===== config.mk =====
export PLATFORM = sky130hd
export DESIGN_NAME = pack_round16
export DESIGN_NICKNAME = d
export VERILOG_FILES = /design/src/rtl/pack_round16.sv
export SDC_FILE = /design/constraint.sdc
export NUM_CORES = 1
export LEC_CHECK = 0
export ABC_AREA = 1
export CAP_MARGIN = 20
export CORE_AREA = 2 2 109 111
export DETAILED_ROUTE_END_ITERATION = 16
export DIE_AREA = 0 0 111 113
export PLACE_DENSITY = 0.75
export SLEW_MARGIN = 20
export SYNTH_ARGS = -nofsm -noshare
export SYNTH_HDL_FRONTEND = slang
export SYNTH_SLANG_ARGS = --single-unit

===== constraint.sdc =====
create_clock -name clk -period 7.2 [get_ports clk]
set_clock_uncertainty 0.2 [all_clocks]
set_input_delay 1.08 -clock clk [delete_from_list [all_inputs] [get_ports clk]]
set_output_delay 1.08 -clock clk [all_outputs]
set_load 0.02 [all_outputs]

===== src/rtl/pack_round16.sv =====
// Normalize, round and pack an fma16 result into binary16 via a 4-state FSM (IDLE/NORM/ROUND/DONE).
// Define PACK_ROUND16_FLAGS_EN to compute exception flags; otherwise flags is held at 4'b0000.
module pack_round16 (
  input  logic        clk,
  input  logic        reset_n,
  input  logic        in_valid,
  output logic        in_ready,
  input  logic        Zs,
  input  logic [7:0]  Ze,
  input  logic [21:0] Zm,
  input  logic        Zsticky,
  input  logic        ZNaN,
  input  logic        ZInf,
  input  logic        Zinvalid,
  input  logic [1:0]  rm,
  output logic        out_valid,
  input  logic        out_ready,
  output logic [15:0] R,
  output logic [3:0]  flags,
  output logic [1:0]  dbg_state
);

  // Handshake: a transfer happens on a rising edge where valid & ready are both high;
  // in_ready is high only in IDLE, and out_valid/R/flags hold steady until out_ready.
  typedef enum logic [1:0] {
    S_IDLE  = 2'd0,
    S_NORM  = 2'd1,
    S_ROUND = 2'd2,
    S_DONE  = 2'd3
  } state_t;

  localparam logic [1:0] RM_RNE = 2'b00;
  localparam logic [1:0] RM_RZ  = 2'b01;
  localparam logic [1:0] RM_RDN = 2'b10;
  localparam logic [1:0] RM_RUP = 2'b11;

  state_t      r_state;

  logic        r_zs;
  logic [7:0]  r_ze;
  logic [21:0] r_zm;
  logic        r_zsticky;
  logic        r_znan;
  logic        r_zinf;
  logic        r_zinv;
  logic [1:0]  r_rm;

  logic [9:0]  r_frac;
  logic [4:0]  r_expf;
  logic        r_g;
  logic        r_s;
  logic        r_tiny;
  logic        r_ovf_pre;

  logic [4:0]        w_lead;
  logic [21:0]       w_norm;
  logic signed [8:0] w_e;
  logic [8:0]        w_sh;
  logic [4:0]        w_sh_sat;
  logic [44:0]       w_wide;
  logic              w_denorm;
  logic [4:0]        w_expf;
  logic              w_ovf_pre;

  // NORM datapath: left-justify the mantissa, then right-shift into the subnormal range if needed.
  always_comb begin
    w_lead = 5'd0;
    for (int i = 0; i < 22; i++) begin
      if (r_zm[i]) w_lead = 5'(i);
    end
    w_norm    = r_zm << (5'd21 - w_lead);
    w_e       = $signed({r_ze[7], r_ze}) + $signed({4'b0000, w_lead}) - 9'sd20;
    w_denorm  = w_e[8] || (w_e == 9'sd0);
    w_sh      = 9'd1 - w_e;
    w_sh_sat  = 5'd0;
    w_expf    = w_e[4:0];
    w_ovf_pre = 1'b0;
    if (w_denorm) begin
      w_sh_sat = (w_sh > 9'd23) ? 5'd23 : w_sh[4:0];
      w_expf   = 5'd0;
    end else begin
      w_ovf_pre = (w_e[7:0] >= 8'd31);
    end
    w_wide = {w_norm, 23'b0} >> w_sh_sat;
  end

  logic        w_inc;
  logic [14:0] w_sum;
  logic        w_ovf;
  logic        w_zero;
  logic        w_special;
  logic [15:0] w_ovf_res;
  logic [15:0] w_res;
  logic [3:0]  w_flags;

  always_comb begin
    w_inc = 1'b0;
    unique case (r_rm)
      RM_RNE: w_inc = r_g & (r_s | r_frac[0]);
      RM_RZ:  w_inc = 1'b0;
      RM_RDN: w_inc = r_zs & (r_g | r_s);
      RM_RUP: w_inc = ~r_zs & (r_g | r_s);
      default: w_inc = 1'b0;
    endcase
    // The carry out of the fraction walks into the exponent field for free.
    w_sum = {r_expf, r_frac} + {14'd0, w_inc};
    w_ovf = r_ovf_pre | (w_sum[14:10] == 5'h1F);

    w_ovf_res = {r_zs, 15'h7C00};
    unique case (r_rm)
      RM_RNE: w_ovf_res = {r_zs, 15'h7C00};
      RM_RZ:  w_ovf_res = {r_zs, 15'h7BFF};
      RM_RDN: w_ovf_res = r_zs ? 16'hFC00 : 16'h7BFF;
      RM_RUP: w_ovf_res = r_zs ? 16'hFBFF : 16'h7C00;
      default: w_ovf_res = {r_zs, 15'h7C00};
    endcase

    w_zero    = (r_zm == 22'd0) && !r_zsticky;
    w_special = r_znan | r_zinf | w_zero;
    if (r_znan)      w_res = 16'h7E00;
    else if (r_zinf) w_res = {r_zs, 15'h7C00};
    else if (w_zero) w_res = {r_zs, 15'h0000};
    else if (w_ovf)  w_res = w_ovf_res;
    else             w_res = {r_zs, w_sum};
  end

`ifdef PACK_ROUND16_FLAGS_EN
  logic w_ovf_flag;
  logic w_inexact;

  always_comb begin
    w_ovf_flag = w_ovf & ~w_special;
    w_inexact  = (r_g | r_s | w_ovf) & ~w_special;
    w_flags    = {r_zinv, w_ovf_flag, r_tiny & w_inexact, w_inexact};
  end

  logic w_unused;
  assign w_unused = w_wide[44];
`else
  assign w_flags = 4'b0000;

  logic w_unused;
  assign w_unused = &{1'b0, w_wide[44], r_tiny, r_zinv, w_special};
`endif

  always_ff @(posedge clk) begin
    if (!reset_n) begin
      r_state   <= S_IDLE;
      out_valid <= 1'b0;
      R         <= 16'h0000;
      flags     <= 4'b0000;
    end else begin
      unique case (r_state)
        S_IDLE: begin
          if (in_valid) begin
            r_zs      <= Zs;
            r_ze      <= Ze;
            r_zm      <= Zm;
            r_zsticky <= Zsticky;
            r_znan    <= ZNaN;
            r_zinf    <= ZInf;
            r_zinv    <= Zinvalid;
            r_rm      <= rm;
            r_state   <= S_NORM;
          end
        end
        S_NORM: begin
          r_frac    <= w_wide[43:34];
          r_g       <= w_wide[33];
          r_s       <= (|w_wide[32:0]) | r_zsticky;
          r_expf    <= w_expf;
          r_tiny    <= w_denorm;
          r_ovf_pre <= w_ovf_pre;
          r_state   <= S_ROUND;
        end
        S_ROUND: begin
          R         <= w_res;
          flags     <= w_flags;
          out_valid <= 1'b1;
          r_state   <= S_DONE;
        end
        S_DONE: begin
          if (out_ready) begin
            out_valid <= 1'b0;
            r_state   <= S_IDLE;
          end
        end
        default: r_state <= S_IDLE;
      endcase
    end
  end

  assign in_ready  = (r_state == S_IDLE);
  assign dbg_state = r_state;

endmodule

==> summary.md <==
| Metric | Value |
|---|---|
| Run status | finished, final reports clean |
| Hold Crit Class | reg -> reg |
| CTS Buffer Depth | 2 |
| CP max FO | 24 |
| Worst-margin pin slew | 0.988 ns |
| Final nets | 1,011 |
| CTS Hold Buffers Added | 0 |
| CP max stage cell | fa_1 |
| Dpl cell area | 6700 µm² |
| Final WS setup | 0.920 ns |
| Met2 wire length | 6740 µm |
| WL/cell | 13.5 µm |
| Yosys cell types | 52 |
| CTS Buf Count | 9 |
| Fin crit period | 6.28 ns |
| Slew HR | 0.340 |
| Crit path kind | reg -> reg |
| Post-CTS Setup Repair Bufs | 0 |
| #FFs+latches synth | 73 |
| Vias per cell | 5.58 |
| Routed via count | 6,111 |
| Upper clock frequency limit | 0.159 GHz |
| Layout cells sized above 1 | 0.0651 |
| Remaining Overflow, GRT | 0 |
| Max Cap Viol | 0 |
| Internal Pwr Total | 1.19 mW |
| Final Hold Vio Count | 0 |
| Initial antenna violation count | 0 |
| Post-synth EDFFs | 54 |
| Leak | 3.15 nW |
| Clock power share | 0.202 |
| Psw | 0.970 mW |
| Critical Path RT | 7.10 ns |
| First-pass GRT wire length | 25,700 µm |
| GRT Util Overall | 0.249 |
| Most frequent CP cell | nand2_1 |
| Hpwl dp | 11,200 µm |
| Vias in the first global route | 5,638 |
| Clk slew on worst S/H paths | 0.06 ns |
| Final count of negative-setup-slack endpoints | 0 |
| Post_cts resized | 0 |
| Syn. warnings | 0 |
| Clk Latency, worst-skew pair | 0.35 ns |
| Synthesized area | 6100 µm² |
| CP startpoint kind | flip-flop |
| # IOs | 65 |
| Slew Limit Fails | 0 |
| Clock sinks | 73 |
| Die area | 12,500 µm² |
| RSZ-0062 raised after global routing | false |
| Post-synth ARST share | 0 |
| P&R area growth vs syn | 14.6% |
| Top layer in use | met4 |
| Proportion of netlist area held by the largest area contributor | 0.266 |
| Post-Syn Instances | 910 |
| ANT cells | 0 |
| Port bufs | 59 |
| DRC | 0 |
| Pre-CTS setup slack | 1.02 ns |
| Post-route clock period utilization | 0.872 |
| Comb pwr share | 0.529 |
| CTS tree | yes |
| Met3 Wirelength | 955 µm |
| Flop pwr share | 0.269 |
| WL met1 | 6820 µm |
| Core area | 11,300 µm² |
| Final Instance Area | 6990 µm² |
| Gpl congestion | 0.953 |
| Power Dens Cells | 309 nW/µm² |
| Total Wirelength | 14,800 µm |
| Top FF cell, synth | edfxtp_1 |
| Die height | 113 µm |
| H-tree levels | 3 |
| Max incr delay on CP | 0.52 ns |
| Initial core utilization | 0.541 |
| Share of the yosys chip area belonging to registers | 0.328 |
| Row count | 39 |
| Top post-synthesis cells by area | edfxtp_1, nand3_1, nand2_1 |
| Critical Path Sink Type | flip-flop |
| Final setup TNS | 0 ns |
| Crit path DAT | 6.18 ns |
| Largest net degree at the start of global routing | 37 |
| ANT nets after route | 0 |
| Total Power | 2.16 mW |
| Final core occ | 0.620 |
| Sw Ratio | 0.450 |
| Area leader, netlist | edfxtp_1 |
| Syn avg cell area | 6.70 µm² |
| Peak VDD IR | 206 µV |
| Die width | 111 µm |
| Iter 0 DRT Violations | 502 |
| Clock Tree Root | clkbuf_16 |
| Router iterations before antenna repair | 5 |
==> placed cells by master, fill, tap and decap left out, types with 2 or more instances in the layout <==
cell and n:
inv_6 2, o21ai_1 6, edfxtp_1 54, o22ai_1 2, nand3_1 215, dfxtp_1 19
xor2_1 9, clkbuf_16 10, conb_1 4, nand4_1 11, nor2_2 4, a21oi_1 25
clkdlybuf4s50_1 59, nor2_4 2, nor3_1 6, clkinv_2 2, nand2_4 2, o21a_1 2
inv_2 11, nand2_1 251, xnor2_2 2, or2_1 2, nor2_1 72, buf_4 5
o21ai_2 2, ha_1 21, inv_1 82, nand2_2 6, o21ai_0 28, a21oi_2 2
and2_1 4, a31oi_1 3, nand3_2 6
==> critical path: cells and delay by family, from the launching register on <==
family	cells	cell delay (ns)
AO/OA/AOI/OAI	2	0.35
flip-flops	1	0.38
AND/OR/NAND/NOR	38	3.40
buffers and inverters	5	0.62
adder cells (fa/ha/maj)	4	1.08
==> logic make-up after synthesis <==
family / count (synthesis) / share of synthesized area
other: 1 / 0.000615
flip-flops: 73 / 0.328
XOR/XNOR: 12 / 0.0197
buffers and inverters: 133 / 0.0942
AO/OA/AOI/OAI: 82 / 0.0800
AND/OR/NAND/NOR: 587 / 0.431
adder cells (fa/ha/maj): 22 / 0.0464
==> through the flow <==
stage | hold slack [ns] | cells
after floorplan | 0.297 | 913
after global placement | 0.253 | 1080
after detailed placement | 0.259 | 1080
after CTS | 0.268 | 1096
after global routing | 0.287 | 1096
final | 0.264 | 1096
==> power groups by stage <==
| stage | sequential, mW | combinational (mW) | clock [mW] |
|---|---|---|---|
| after floorplan | 0.608 | 0.854 | 0 |
| after global placement | 0.587 | 1.11 | 0 |
| after detailed placement | 0.589 | 1.12 | 0 |
| after CTS | 0.580 | 1.13 | 0.443 |
| after global routing | 0.589 | 1.30 | 0.463 |
| final | 0.580 | 1.14 | 0.435 |
==> path summary, 6_finish.rpt <==
kind                      from                end  slack (ns)  cells past startpoint
max          r_zm[2]$_DFFE_PP_      r_s$_DFFE_PP_        0.92                     49
min          R[6]$_SDFFE_PN0P_  R[6]$_SDFFE_PN0P_        0.26                      2
max reg2reg  r_zm[2]$_DFFE_PP_      r_s$_DFFE_PP_        0.92                     49
min reg2reg  R[6]$_SDFFE_PN0P_  R[6]$_SDFFE_PN0P_        0.26                      2
==> sequential cells by signal, indices dropped and copies added, names as in the netlist, 2 cells and up <==
name and flops:
R 16, r_rm 2, r_frac 10, r_expf 5, r_ze 8, r_zm 22
dbg_state 2
==> synth_stat cells, types with 2 or more instances <==
| library cell | count |
|---|---|
| o22ai_1 | 2 |
| clkbuf_1 | 17 |
| xnor2_2 | 2 |
| inv_2 | 11 |
| nor2_2 | 4 |
| buf_6 | 3 |
| nand3_1 | 215 |
| dfxtp_1 | 19 |
| or2_1 | 2 |
| nand4_1 | 11 |
| edfxtp_1 | 54 |
| o21ai_1 | 6 |
| nor3_1 | 6 |
| o21ai_2 | 2 |
| o21ai_0 | 28 |
| nand2_2 | 6 |
| a21oi_2 | 2 |
| xor2_1 | 9 |
| nand3_2 | 6 |
| nor2_1 | 73 |
| a31oi_1 | 3 |
| nand2_4 | 2 |
| buf_2 | 9 |
| and2_1 | 4 |
| nand2_1 | 251 |
| a21oi_1 | 25 |
| inv_1 | 82 |
| ha_1 | 21 |
| buf_4 | 11 |
| o21a_1 | 2 |
==> routing by layer <==
layer | GRT usage | vias to the layer above
li1 | - | 3116
met1 | 0.342 | 2791
met2 | 0.403 | 184
met3 | 0.0407 | 20
met4 | 0.0867 | 0
met5 | 0 | -
==> cell type report <==
cell class | instances | area, µm²
fill | 1042 | 4290
multi-input combinational | 707 | 3540
sequential | 73 | 2000
timing repair buffer | 64 | 628
inverter | 93 | 349
clock buffer | 11 | 254
tap | 143 | 179
clock inverter | 5 | 33.8
(Power assumes the default switching activity.)
==> RTL change (same settings) <==
Put one more register stage on the output `dbg_state`. The value now appears one clock later. The other outputs are not delayed to match.
--- a/src/rtl/pack_round16.sv
+++ b/src/rtl/pack_round16.sv
@@ -192,5 +192,7 @@
 
   assign in_ready  = (r_state == S_IDLE);
-  assign dbg_state = r_state;
+  always_ff @(posedge clk) begin
+    dbg_state <= r_state;
+  end
 
 endmodule
Check against the original RTL: not equivalent (a bounded check fails within 4 cycles, from zero or initial values and one cycle with reset_n low).
==> RTL change against the original RTL <==
Core utilization grew 0.62 points; synthesized cell count grew 0.66%; die area is the same; power grew 2.6%; design area grew 1.0%; sequential power grew 3.8%; non-clock buffer count shrank 1; wire length shrank 2.5%; critical path type unchanged; synthesized area grew 1.2%; sequential share of layout area grew 0.28 points; sequential cell count grew 2; worst hold slack lost 0.071 ns; setup slack gained 0.11 ns.
==> RTL change: results (changes against the original RTL) <==
Setup path
  • Startpoint types: register (unchanged)
  • Worst Path Arrival: 6.06 ns (was 6.18 ns)
  • CP max stage delay: 0.49 ns (was 0.52 ns)
  • Reg-to-Reg Start: r_zm[3] (was r_zm[2])

Synth
  • Synth top cells by count: nand2_1, nand3_1, inv_1 (unchanged)
  • Largest cells by area after synthesis: edfxtp_1, nand3_1, nand2_1 (unchanged)
  • Seq/Total Area, Yosys: 0.331 (was 0.328)
  • Mean Syn Cell Area: 6.73 µm² (was 6.70 µm²)
  • Mapped cell area: 6170 µm² (was 6100 µm²)

Detailed routing
  • Final WL: 14,400 µm (was 14,800 µm)
  • Via/cell ratio: 5.53 (was 5.58)
  • Initial DRC Count: 435 (was 502)

Timing
  • Normalized max-slew margin: 0.325 (was 0.340)

Status
  • Status: complete, no violations (unchanged)

Finish
  • Share of cells above drive strength 1: 0.0647 (was 0.0651)
  • Nets: 1,017 (was 1,011)

Place
  • HPWL after DPL: 11,000 µm (was 11,200 µm)
  • DP Area: 6750 µm² (was 6700 µm²)
  • GPL Wtd Cong: 0.945 (was 0.953)
  • Place WS: 1.07 ns (was 1.02 ns)

Global route
  • Total track usage: 0.235 (was 0.249)
  • Number of global-route vias before repair: 5,528 (was 5,638)

Min path
  • Hold Crit Start: r_state[1] (was R[6])

Power
  • VDD IR max: 0.000232 V (was 0.000206 V)
  • Static Leak: 3.15 nW (about the same)

CTS
  • Max Root-Sink Buffers: 2 (unchanged)
[RTL change: power by group]
part,internal (mW),total (mW),switching [mW]
logic,0.399,1.15,0.754
clock network,0.268,0.458,0.190
registers,0.560,0.602,0.0424
total,1.23,2.21,0.987
[RTL change: layer usage]
layer | global-route usage | share of wire | wire length, µm
met2 | 0.414 | 0.50 | 7120
met3 | 0.0354 | 0.046 | 657
met5 | 0 | 0 | 0
met4 | 0.0883 | 0.024 | 344
met1 | 0.293 | 0.43 | 6250
[RTL change: through the flow]
step	hold WS, ns	total power [mW]
after floorplan	0.171	1.51
final	0.193	2.21
after detailed placement	0.191	1.75
after global routing	0.215	2.41
after global placement	0.190	1.73
after CTS	0.200	2.21
[RTL change: layout make-up]
type | count | area [µm²]
tap | 143 | 179
clock buffer | 11 | 264
inverter | 92 | 345
timing repair buffer | 63 | 621
multi-input combinational | 713 | 3560
fill | 1062 | 4220
sequential | 75 | 2040
clock inverter | 5 | 42.5
[RTL change: worst paths after layout]
check,endpoint,depth (start not counted),slack (ns)
worst max-delay path,r_s,48,1.03
worst min register to register,dbg_state[1],0,0.19
worst min-delay path,dbg_state[1],0,0.19
worst max register to register,r_s,48,1.03
[RTL change: cell families (layout without fill, tap and decap cells)]
family,Yosys count,count (layout),synth area share
AO/OA/AOI/OAI,78,78,0.0759
adder cells (fa/ha/maj),22,22,0.0458
buffers and inverters,131,171,0.0949
XOR/XNOR,10,10,0.0179
other,1,4,0.000608
AND/OR/NAND/NOR,599,599,0.434
flip-flops,75,75,0.331
